`config.mk`:
```
export PLATFORM = sky130hd
export DESIGN_NAME = hqm_aqed_ll_cnt_scan
export DESIGN_NICKNAME = d
export VERILOG_FILES = /design/src/rtl/hqm_core_pkg.sv /design/src/rtl/hqm_aqed_ll_cnt_nz_enc.sv /design/src/rtl/hqm_aqed_ll_cnt_scan.sv
export SDC_FILE = /design/constraint.sdc
export NUM_CORES = 1
export LEC_CHECK = 0
export ABC_AREA = 1
export ABC_CLOCK_PERIOD_IN_PS = 3850
export BUFFER_PORTS_ARGS = -buffer_cell sky130_fd_sc_hd__buf_2
export CORE_MARGIN = 10
export CORE_UTILIZATION = 50
export DETAILED_ROUTE_END_ITERATION = 10
export PLACE_DENSITY = 0.77
export SKIP_LAST_GASP = 1
export SYNTH_ARGS = -nofsm -noshare
export SYNTH_HDL_FRONTEND = slang
export SYNTH_SLANG_ARGS = --single-unit
export TNS_END_PERCENT = 5
```
`constraint.sdc`:
```
create_clock -name hqm_gated_clk -period 3.85 [get_ports hqm_gated_clk]
set_input_delay 0.385 -clock hqm_gated_clk [delete_from_list [all_inputs] [get_ports hqm_gated_clk]]
set_output_delay 0.385 -clock hqm_gated_clk [all_outputs]
set_load 0.02 [all_outputs]
```
`src/rtl/hqm_core_pkg.sv`:
```
// Shared types and constants for the AQED linked-list count RAM audit scan.
package hqm_core_pkg;

    localparam int HQM_AQED_LLCNT_DEPTH  = 2048;
    localparam int HQM_AQED_LLCNT_CNT_W  = 12;
    localparam int HQM_AQED_LLCNT_ADDR_W = 11;
    localparam int HQM_AQED_LLCNT_TOT_W  = 14;
    localparam int HQM_AQED_LLCNT_PRI_W  = 2;

    typedef enum logic [1:0] {
        SCAN_IDLE  = 2'd0,
        SCAN_RUN   = 2'd1,
        SCAN_DRAIN = 2'd2,
        SCAN_DONE  = 2'd3
    } aqed_llcnt_scan_state_t;

    typedef struct packed {
        logic [HQM_AQED_LLCNT_TOT_W-1:0]  nz_total;
        logic                             first_v;
        logic [HQM_AQED_LLCNT_PRI_W-1:0]  first_pri;
        logic [HQM_AQED_LLCNT_ADDR_W-1:0] first_addr;
    } aqed_llcnt_scan_res_t;

endpackage

```
`src/rtl/hqm_aqed_ll_cnt_nz_enc.sv`:
```
// Per-priority non-zero detect for one returned count word: nz vector,
// its popcount and the lowest non-zero priority index.
module hqm_aqed_ll_cnt_nz_enc
    import hqm_core_pkg::*;
#(
    parameter int NUM_PRI = 4,
    parameter int CNT_W   = HQM_AQED_LLCNT_CNT_W,
    parameter int IDX_W   = 2,
    parameter int POP_W   = 3
) (
    input  logic [NUM_PRI*CNT_W-1:0] word,
    output logic [NUM_PRI-1:0]       nz,
    output logic [POP_W-1:0]         nz_cnt,
    output logic [IDX_W-1:0]         low_idx
);

    // Reduce each count field, count hits, and pick the lowest set priority.
    always_comb begin
        nz      = '0;
        nz_cnt  = '0;
        low_idx = '0;
        for (int p = 0; p < NUM_PRI; p++) begin
            nz[p]  = |word[p*CNT_W +: CNT_W];
            nz_cnt = nz_cnt + POP_W'(nz[p]);
        end
        for (int p = NUM_PRI - 1; p >= 0; p--) begin
            if (nz[p]) begin
                low_idx = IDX_W'(p);
            end else begin
                low_idx = low_idx;
            end
        end
    end

endmodule

```
`src/rtl/hqm_aqed_ll_cnt_scan.sv`:
```
// Sweeps all priority count RAMs on idle read cycles and reports the number
// of non-zero entries plus the first non-zero (address, priority) location.
module hqm_aqed_ll_cnt_scan
    import hqm_core_pkg::*;
#(
    parameter int NUM_PRI = 4,
    parameter int DEPTH   = HQM_AQED_LLCNT_DEPTH,
    parameter int ADDR_W  = HQM_AQED_LLCNT_ADDR_W,
    parameter int CNT_W   = HQM_AQED_LLCNT_CNT_W,
    parameter int RD_LAT  = 1,
    parameter int TOT_W   = HQM_AQED_LLCNT_TOT_W
) (
    input  logic                     hqm_gated_clk,
    input  logic                     hqm_gated_rst_n,
    input  logic                     scan_start,
    input  logic                     scan_abort,
    input  logic                     func_rd_v,
    output logic [NUM_PRI-1:0]       rf_ll_cnt_re,
    output logic [ADDR_W-1:0]        rf_ll_cnt_raddr,
    input  logic [NUM_PRI*CNT_W-1:0] rf_ll_cnt_rdata,
    output logic                     scan_busy,
    output logic                     scan_done,
    output logic                     scan_aborted,
    output logic [TOT_W-1:0]         scan_nz_total,
    output logic                     scan_first_v,
    output logic [1:0]               scan_first_pri,
    output logic [ADDR_W-1:0]        scan_first_addr
);

    localparam int POP_W = $clog2(NUM_PRI + 1);
    localparam logic [ADDR_W-1:0] LAST_ADDR = ADDR_W'(DEPTH - 1);

    aqed_llcnt_scan_state_t state_r;
    logic [ADDR_W-1:0]      addr_r;
    logic [RD_LAT-1:0]      vld_pipe_r;
    logic [ADDR_W-1:0]      adr_pipe_r [RD_LAT];
    aqed_llcnt_scan_res_t   res_r;
    logic                   busy_r;
    logic                   done_r;
    logic                   aborted_r;

    logic                   issue_s;
    logic                   abort_s;
    logic                   start_s;
    logic                   eval_s;
    logic [RD_LAT-1:0]      vld_nxt_s;
    logic [NUM_PRI-1:0]     nz_s;
    logic [POP_W-1:0]       nz_cnt_s;
    logic [1:0]             low_idx_s;
    logic [TOT_W-1:0]       nz_cnt_ext_s;
    aqed_llcnt_scan_res_t   res_nxt_s;

    hqm_aqed_ll_cnt_nz_enc #(
        .NUM_PRI (NUM_PRI),
        .CNT_W   (CNT_W),
        .IDX_W   (2),
        .POP_W   (POP_W)
    ) u_nz_enc (
        .word    (rf_ll_cnt_rdata),
        .nz      (nz_s),
        .nz_cnt  (nz_cnt_s),
        .low_idx (low_idx_s)
    );

    // Issue qualification, valid-pipe advance and result accumulation.
    always_comb begin
        issue_s      = (state_r == SCAN_RUN) && !func_rd_v;
        abort_s      = scan_abort && ((state_r == SCAN_RUN) || (state_r == SCAN_DRAIN));
        start_s      = scan_start && (state_r == SCAN_IDLE);
        eval_s       = vld_pipe_r[RD_LAT-1] && !abort_s;
        nz_cnt_ext_s = TOT_W'(nz_cnt_s);
        vld_nxt_s    = '0;
        vld_nxt_s[0] = issue_s;
        for (int i = 1; i < RD_LAT; i++) begin
            vld_nxt_s[i] = vld_pipe_r[i-1];
        end
        res_nxt_s = res_r;
        if (eval_s) begin
            res_nxt_s.nz_total = res_r.nz_total + nz_cnt_ext_s;
            // Address order dominates, so only the first hit word is latched.
            if (!res_r.first_v && (nz_s != '0)) begin
                res_nxt_s.first_v    = 1'b1;
                res_nxt_s.first_pri  = low_idx_s;
                res_nxt_s.first_addr = adr_pipe_r[RD_LAT-1];
            end else begin
                res_nxt_s.first_v = res_r.first_v;
            end
        end else begin
            res_nxt_s = res_r;
        end
    end

    // Scan FSM with address counter, read-valid pipe and registered status.
    always_ff @(posedge hqm_gated_clk or negedge hqm_gated_rst_n) begin
        if (!hqm_gated_rst_n) begin
            state_r    <= SCAN_IDLE;
            addr_r     <= '0;
            vld_pipe_r <= '0;
            for (int i = 0; i < RD_LAT; i++) begin
                adr_pipe_r[i] <= '0;
            end
            res_r      <= '0;
            busy_r     <= 1'b0;
            done_r     <= 1'b0;
            aborted_r  <= 1'b0;
        end else begin
            done_r        <= 1'b0;
            aborted_r     <= 1'b0;
            adr_pipe_r[0] <= addr_r;
            for (int i = 1; i < RD_LAT; i++) begin
                adr_pipe_r[i] <= adr_pipe_r[i-1];
            end
            if (abort_s) begin
                state_r    <= SCAN_IDLE;
                vld_pipe_r <= '0;
                busy_r     <= 1'b0;
                aborted_r  <= 1'b1;
            end else begin
                vld_pipe_r <= vld_nxt_s;
                res_r      <= res_nxt_s;
                case (state_r)
                    SCAN_IDLE: begin
                        if (start_s) begin
                            state_r <= SCAN_RUN;
                            addr_r  <= '0;
                            res_r   <= '0;
                            busy_r  <= 1'b1;
                        end else begin
                            state_r <= SCAN_IDLE;
                        end
                    end
                    SCAN_RUN: begin
                        if (issue_s && (addr_r == LAST_ADDR)) begin
                            state_r <= SCAN_DRAIN;
                        end else if (issue_s) begin
                            addr_r <= addr_r + ADDR_W'(1);
                        end else begin
                            state_r <= SCAN_RUN;
                        end
                    end
                    SCAN_DRAIN: begin
                        if (vld_nxt_s == '0) begin
                            state_r <= SCAN_DONE;
                            done_r  <= 1'b1;
                        end else begin
                            state_r <= SCAN_DRAIN;
                        end
                    end
                    SCAN_DONE: begin
                        state_r <= SCAN_IDLE;
                        busy_r  <= 1'b0;
                    end
                    default: begin
                        state_r <= SCAN_IDLE;
                        busy_r  <= 1'b0;
                    end
                endcase
            end
        end
    end

    assign rf_ll_cnt_re    = {NUM_PRI{issue_s}};
    assign rf_ll_cnt_raddr = addr_r;
    assign scan_busy       = busy_r;
    assign scan_done       = done_r;
    assign scan_aborted    = aborted_r;
    assign scan_nz_total   = res_r.nz_total;
    assign scan_first_v    = res_r.first_v;
    assign scan_first_pri  = res_r.first_pri;
    assign scan_first_addr = res_r.first_addr;

endmodule

```
==> impl_metrics.ini, run 1 <==
[outcome]
run_status = finished, final reports clean

[worst_setup_path]
critPathTopFamily = adder cells
crit_top_cell = inv_1
cp_max_fo = 4
worstPathRequired_ns = 4.06
critical_path_class = primary input to flop
worst-path-buf-inv = 4
cp.depth = 17
critPathCaptureType = flop
max_stage_delay_ns = 0.41
critPathSlowestCell = fa_1
crit_path_cell_trace = buf_2 > nor2_1 > nand2_1 > nor3_1 > ha_1 > inv_1 > fa_1 > inv_1 > ha_1 > inv_1 > fa_1 > o21ai_0 > nand3_1 > nor3_1 > nand4_1 > nand2_1 > nor2_1
critical_path.startpoint_type = primary input
rr_worst_depth = 9
arrival_ns = 3.52

[sta]
max-slew-margin-rel = 0.537
finalSetupViolCount = 0
hold_viol = 0
fin_crit_ns = 3.30
timing.fmax_mhz = 303
drv_slew = 0
tns_ns = 0
worst_clock_skew_ns = 0.0165
rsz0062_at_grt = false
period_share = 0.858
tightestPinTransition_ns = 0.694

[clock_network]
ctsHtreeMaxLevel = 2
clockBufferDepth = 2
clock-sinks = 56
post_cts_buffers = 0
holdBufCountCts = 0
insertion_delay_ns = 0.32
root_buffer = clkbuf_8
cts_buffers = 5
clk_pin_slew_worst_paths_ns = 0.11
cts_tree = yes
cts_resized = 0

[pwr]
p_leak_nw = 2.12
swShare = 0.445
combPwrFrac = 0.432
pwr-share-clk = 0.171
power_frac_seq = 0.397
power_mw = 1.91
ir_worst_vdd_mv = 0.373
p_int_mw = 1.06
power_density_mw_per_mm2 = 494
power_switching_uw = 853

[cells_and_area]
final_cell_mix = nand2_1, buf_2, inv_1, dfrtp_1, nor2_1
nets = 592
antenna_cells = 0
drive_gt1_frac = 0.237
n_fill_cell = 569
syn_to_final_growth_pct = 18.3
final_common_cell = nand2_1
ff_latch_area_mm2 = 0.00140
multiInputGateArea_mm2 = 0.00149

[placement]
gp_congestion = 0.920
portBuffers = 98
dp_hpwl_um = 6570

[global_routing]
grt_max_degree = 30
groute.usage.overall = 0.165
grt_pass1_vias = 2976
grt-ovfl-total = 0
grt_antenna_before_repair = 0
grt_pass1_wl_um = 14100

[routing]
vias = 3097
wl_per_cell_um = 13.9
drcViolationCount = 0
ant_nets = 0
drt_wl_total_um = 8410
detail_route.first_pass.iterations = 5
first_iter_violations = 192
routed_via_density = 5.13

[floorplan]
row_count = 29
ios = 99
die_w_um = 101
core_area_mm2 = 0.00635
start_util = 0.516
die_area_mm2 = 0.0102
die_y_um = 101

[min_path]
min_path_type = primary input to asynchronous set/reset pin

[synth]
ys_seq_elements = 56
ys.flop_type = dfrtp_1
syn_inst = 433
async_flop_share = 1.00
synthesis.nets = 499
synth_cell_type_count = 35
yosysSeqAreaShare = 0.428
synth-edff-count = 0
syn_avg_cell_area_um2 = 7.56
syn-cell-area_mm2 = 0.00327
yosysWarnings = 0

[flow_run]
cap_viol_max_count = 0
## path summary, 6_finish.rpt
path | startpoint | to | slack (ns)
min in group hqm_gated_clk | rf_ll_cnt_raddr[7] | adr_pipe_r[7] | 0.40
worst min register to register | rf_ll_cnt_raddr[7] | adr_pipe_r[7] | 0.40
max in group asynchronous | hqm_gated_rst_n | rf_ll_cnt_raddr[10] | 2.93
worst max register to register | state_r[0] | scan_first_addr[1] | 1.16
worst max-delay path | rf_ll_cnt_rdata[19] | scan_nz_total[12] | 0.55
worst min-delay path | hqm_gated_rst_n | scan_first_pri[0] | 0.10
## registers in the layout (all words and copies together), names as in the netlist, 2 cells and up
signal	flops
adr_pipe_r	11
rf_ll_cnt_raddr	11
scan_first_addr	11
scan_first_pri	2
scan_nz_total	14
state_r	2
## cells by family (layout without fill, tap and decap cells)
kind of cell / count (synthesis) / after routing / synth area share
AND/OR/NAND/NOR: 223 / 223 / 0.310
buffers and inverters: 92 / 186 / 0.116
flip-flops: 56 / 56 / 0.428
AO/OA/AOI/OAI: 44 / 44 / 0.0787
adder cells (fa/ha/maj): 13 / 13 / 0.0543
XOR/XNOR: 5 / 5 / 0.0134
## power by group through the flow
stage	logic, mW	registers (mW)	clock network (mW)
finish	0.827	0.760	0.327
global route	0.936	0.773	0.361
CTS	0.835	0.760	0.341
detailed placement	0.830	0.772	0
global placement	0.808	0.767	0
floorplan	0.540	0.846	0
## stage by stage
| step | worst slack [ns] | hold slack, ns | std cells | util | area (um^2) |
|---|---|---|---|---|---|
| 3_3_place_gp | 0.373 | 0.404 | 596 | 0.596 | 3780 |
| 2_1_floorplan | 0.694 | 0.0894 | 433 | - | 3270 |
| 3_5_place_dp | 0.213 | 0.394 | 596 | 0.596 | 3780 |
| 4_1_cts | 0.561 | 0.115 | 604 | 0.610 | 3870 |
| 6_report | 0.545 | 0.105 | 604 | 0.610 | 3870 |
| 5_1_grt | 0.215 | 0.132 | 604 | 0.610 | 3870 |
## layout make-up
class,instances,area share
clock buffers,5,0.0178
inverters,79,0.0765
clock inverters,3,0.00549
flip-flops and latches,56,0.362
well taps,77,0.0249
multi-input cells,285,0.385
repair buffers,99,0.129
## metal layers
| layer | part of all wire | vias to the layer above | wire, um | GRT usage |
|---|---|---|---|---|
| met5 | 0 | - | 0 | 0 |
| met4 | 0.016 | 0 | 136 | 0.0589 |
| met3 | 0.099 | 13 | 834 | 0.0514 |
| met2 | 0.46 | 121 | 3860 | 0.272 |
| met1 | 0.43 | 1414 | 3590 | 0.198 |
| li1 | - | 1549 | - | - |
## worst reg2reg max path: stages, from the launching register on
cell     delay, ns
dfrtp_1       0.42
inv_1         0.11
ha_1          0.29
nand2_1       0.20
nand2_1       0.23
inv_1         0.52
nand3_1       0.52
nand2_1       0.19
nand3_1       0.08
nand2_1       0.08
## cell usage after synthesis (2+ instances only)
cell	count	share of area
o21ai_0	21	0.032
nand4_1	17	0.032
nand2_1	101	0.12
buf_4	4	0.0092
inv_2	2	0.0023
inv_1	77	0.088
a21oi_1	10	0.015
o22ai_1	2	0.0038
buf_2	3	0.0046
buf_1	3	0.0034
o21a_1	2	0.0046
nand2_2	3	0.0057
clkbuf_1	2	0.0023
nor2_8	2	0.012
nor2_4	2	0.0069
nor2_1	48	0.055
dfrtp_1	56	0.43
xor2_1	5	0.013
ha_1	11	0.042
nor3_1	8	0.012
nor4_1	3	0.0057
fa_1	2	0.012
o21ai_2	5	0.013
nand3_1	33	0.050
No activity file was read; power rests on OpenSTA's default activity.
==> inputs of run 2 (changes only) <==
--- a/config.mk
+++ b/config.mk
@@ -8,10 +8,10 @@
 export ABC_AREA = 1
 export ABC_CLOCK_PERIOD_IN_PS = 3850
 export BUFFER_PORTS_ARGS = -buffer_cell sky130_fd_sc_hd__buf_2
-export CORE_MARGIN = 10
 export CORE_UTILIZATION = 50
 export DETAILED_ROUTE_END_ITERATION = 10
 export PLACE_DENSITY = 0.77
+export RECOVER_POWER = 25
 export SKIP_LAST_GASP = 1
 export SYNTH_ARGS = -nofsm -noshare
 export SYNTH_HDL_FRONTEND = slang
==> impl_metrics.ini, run 2 (synthesized netlist as in run 1, its figures left out) <==
[sta]
rsz0062_at_grt = false
max-slew-margin-rel = -0.147
finalSetupViolCount = 0
timing.hold.ws_ns = 0.305
period_share = 0.874
tightestPinTransition_ns = 1.72
drv_slew = 35
fin_ws_ns = 0.486
worst_clock_skew_ns = 0.0128
fin_crit_ns = 3.36
hold_viol = 0
tns_ns = 0
timing.fmax_mhz = 297

[pwr]
power_switching_uw = 846
pwr-share-clk = 0.176
ir_worst_vdd_mv = 0.425
p_leak_nw = 2.11
power_frac_seq = 0.399
power_mw = 1.91
power_density_mw_per_mm2 = 493
p_int_mw = 1.06
combPwrFrac = 0.424
swShare = 0.443

[global_routing]
grt_max_degree = 35
grt_pass1_wl_um = 12600
grt-ovfl-total = 0
grt_antenna_before_repair = 0
groute.usage.overall = 0.221
grt_pass1_vias = 2826

[outcome]
run_status = complete, but fails checks
violations = capacitance limit, slew limit

[flow_run]
cap_viol_max_count = 1

[worst_setup_path]
cp_max_fo = 4
rrSetupSlack_ns = 1.16
arrival_ns = 3.57
rr_startpoint = state_r[0]
critical_path.startpoint_type = primary input
rr_endpoint = scan_nz_total[12]
setup.worst_path.end = scan_nz_total[12]
critical_path_class = primary input to flop
rr_worst_depth = 10
critPathCaptureType = flop
startpoint = rf_ll_cnt_rdata[17]
worstPathRequired_ns = 4.06

[placement]
dp_hpwl_um = 5500
gp_congestion = 0.873
dp_cells = 596
place_ws_ns = 0.186
portBuffers = 98

[floorplan]
ios = 99
row_count = 29
die_y_um = 82.9
die_area_mm2 = 0.00688
start_util = 0.516
core_area_mm2 = 0.00635
die_w_um = 82.9

[clock_network]
clockBufferDepth = 2
root_buffer = clkbuf_8
ctsHtreeMaxLevel = 2
cts_buffers = 5
clock-sinks = 56
post_cts_buffers = 0
holdBufCountCts = 0
insertion_delay_ns = 0.32
cts_tree = yes
clk_pin_slew_worst_paths_ns = 0.11
cts_resized = 0

[routing]
first_iter_violations = 135
drt_wl_total_um = 7330
drcViolationCount = 0
wl_per_cell_um = 12.1
detail_route.first_pass.iterations = 4
ant_nets = 0
routed_via_density = 5.03
vias = 3038

[cells_and_area]
final_common_cell = nand2_1
final_cells = 604
final_cell_mix = nand2_1, buf_2, inv_1, dfrtp_1, nor2_1
largest_register_ffs = 14
antenna_cells = 0
nets = 592
syn_to_final_growth_pct = 18.3
drive_gt1_frac = 0.233

[min_path]
min_path_type = primary input to asynchronous set/reset pin
[run 2: cell types whose count changed in the layout (fill, tap and decap cells not counted)]
cell / change
buf_2: -1
buf_4: -1
clkbuf_1: +2
clkinv_2: -1
inv_6: +1
[run 2: cell type report]
| cell class | instances | area (um^2) |
|---|---|---|
| Inverter | 79 | 297 |
| Tap cell | 77 | 96.3 |
| Clock buffer | 5 | 68.8 |
| Clock inverter | 3 | 25.0 |
| Multi-Input combinational cell | 285 | 1490 |
| Fill cell | 555 | 2480 |
| Sequential cell | 56 | 1400 |
| Timing Repair Buffer | 99 | 493 |
[run 2: worst min-delay path by stage]
| stage | startpoint | to | slack (ns) | cells after the start |
|---|---|---|---|---|
| floorplan | hqm_gated_rst_n | adr_pipe_r[0] | 0.09 | 0 |
| global placement | hqm_gated_rst_n | scan_first_addr[7] | 0.39 | 1 |
| detailed placement | hqm_gated_rst_n | scan_aborted | 0.40 | 1 |
| CTS | hqm_gated_rst_n | scan_aborted | 0.05 | 1 |
| global route | hqm_gated_rst_n | scan_aborted | 0.42 | 1 |
| finish | hqm_gated_rst_n | scan_aborted | 0.30 | 1 |
[run 2: critical path, cell delays in order]
cell	delay [ns]
buf_2	0.10
nor2_1	0.09
nand2_1	0.05
nor3_1	0.32
ha_1	0.30
inv_1	0.07
fa_1	0.41
inv_1	0.07
ha_1	0.15
inv_1	0.05
fa_1	0.38
o21ai_0	0.35
nand3_1	0.22
nor3_1	0.34
nand4_1	0.13
nand2_1	0.08
nor2_1	0.05
[run 2: layer usage]
metal | routed length [um] | part of all wire | track usage
met5 | 0 | 0 | 0
met4 | 142 | 0.019 | 0.0862
met3 | 456 | 0.062 | 0.0477
met2 | 3550 | 0.48 | 0.379
met1 | 3180 | 0.43 | 0.272
[run 2: per-stage QoR]
step / area (um^2) / utilization
after floorplan: 3270 / -
after global placement: 3780 / 0.596
after detailed placement: 3780 / 0.596
after CTS: 3880 / 0.611
after global routing: 3870 / 0.610
final: 3870 / 0.610
[run 2: power by group through the flow]
stage	logic [mW]	registers, mW	clock network (mW)
detailed placement	0.815	0.776	0
finish	0.811	0.763	0.337
floorplan	0.540	0.846	0
CTS	0.820	0.763	0.350
global route	0.916	0.777	0.365
global placement	0.795	0.771	0
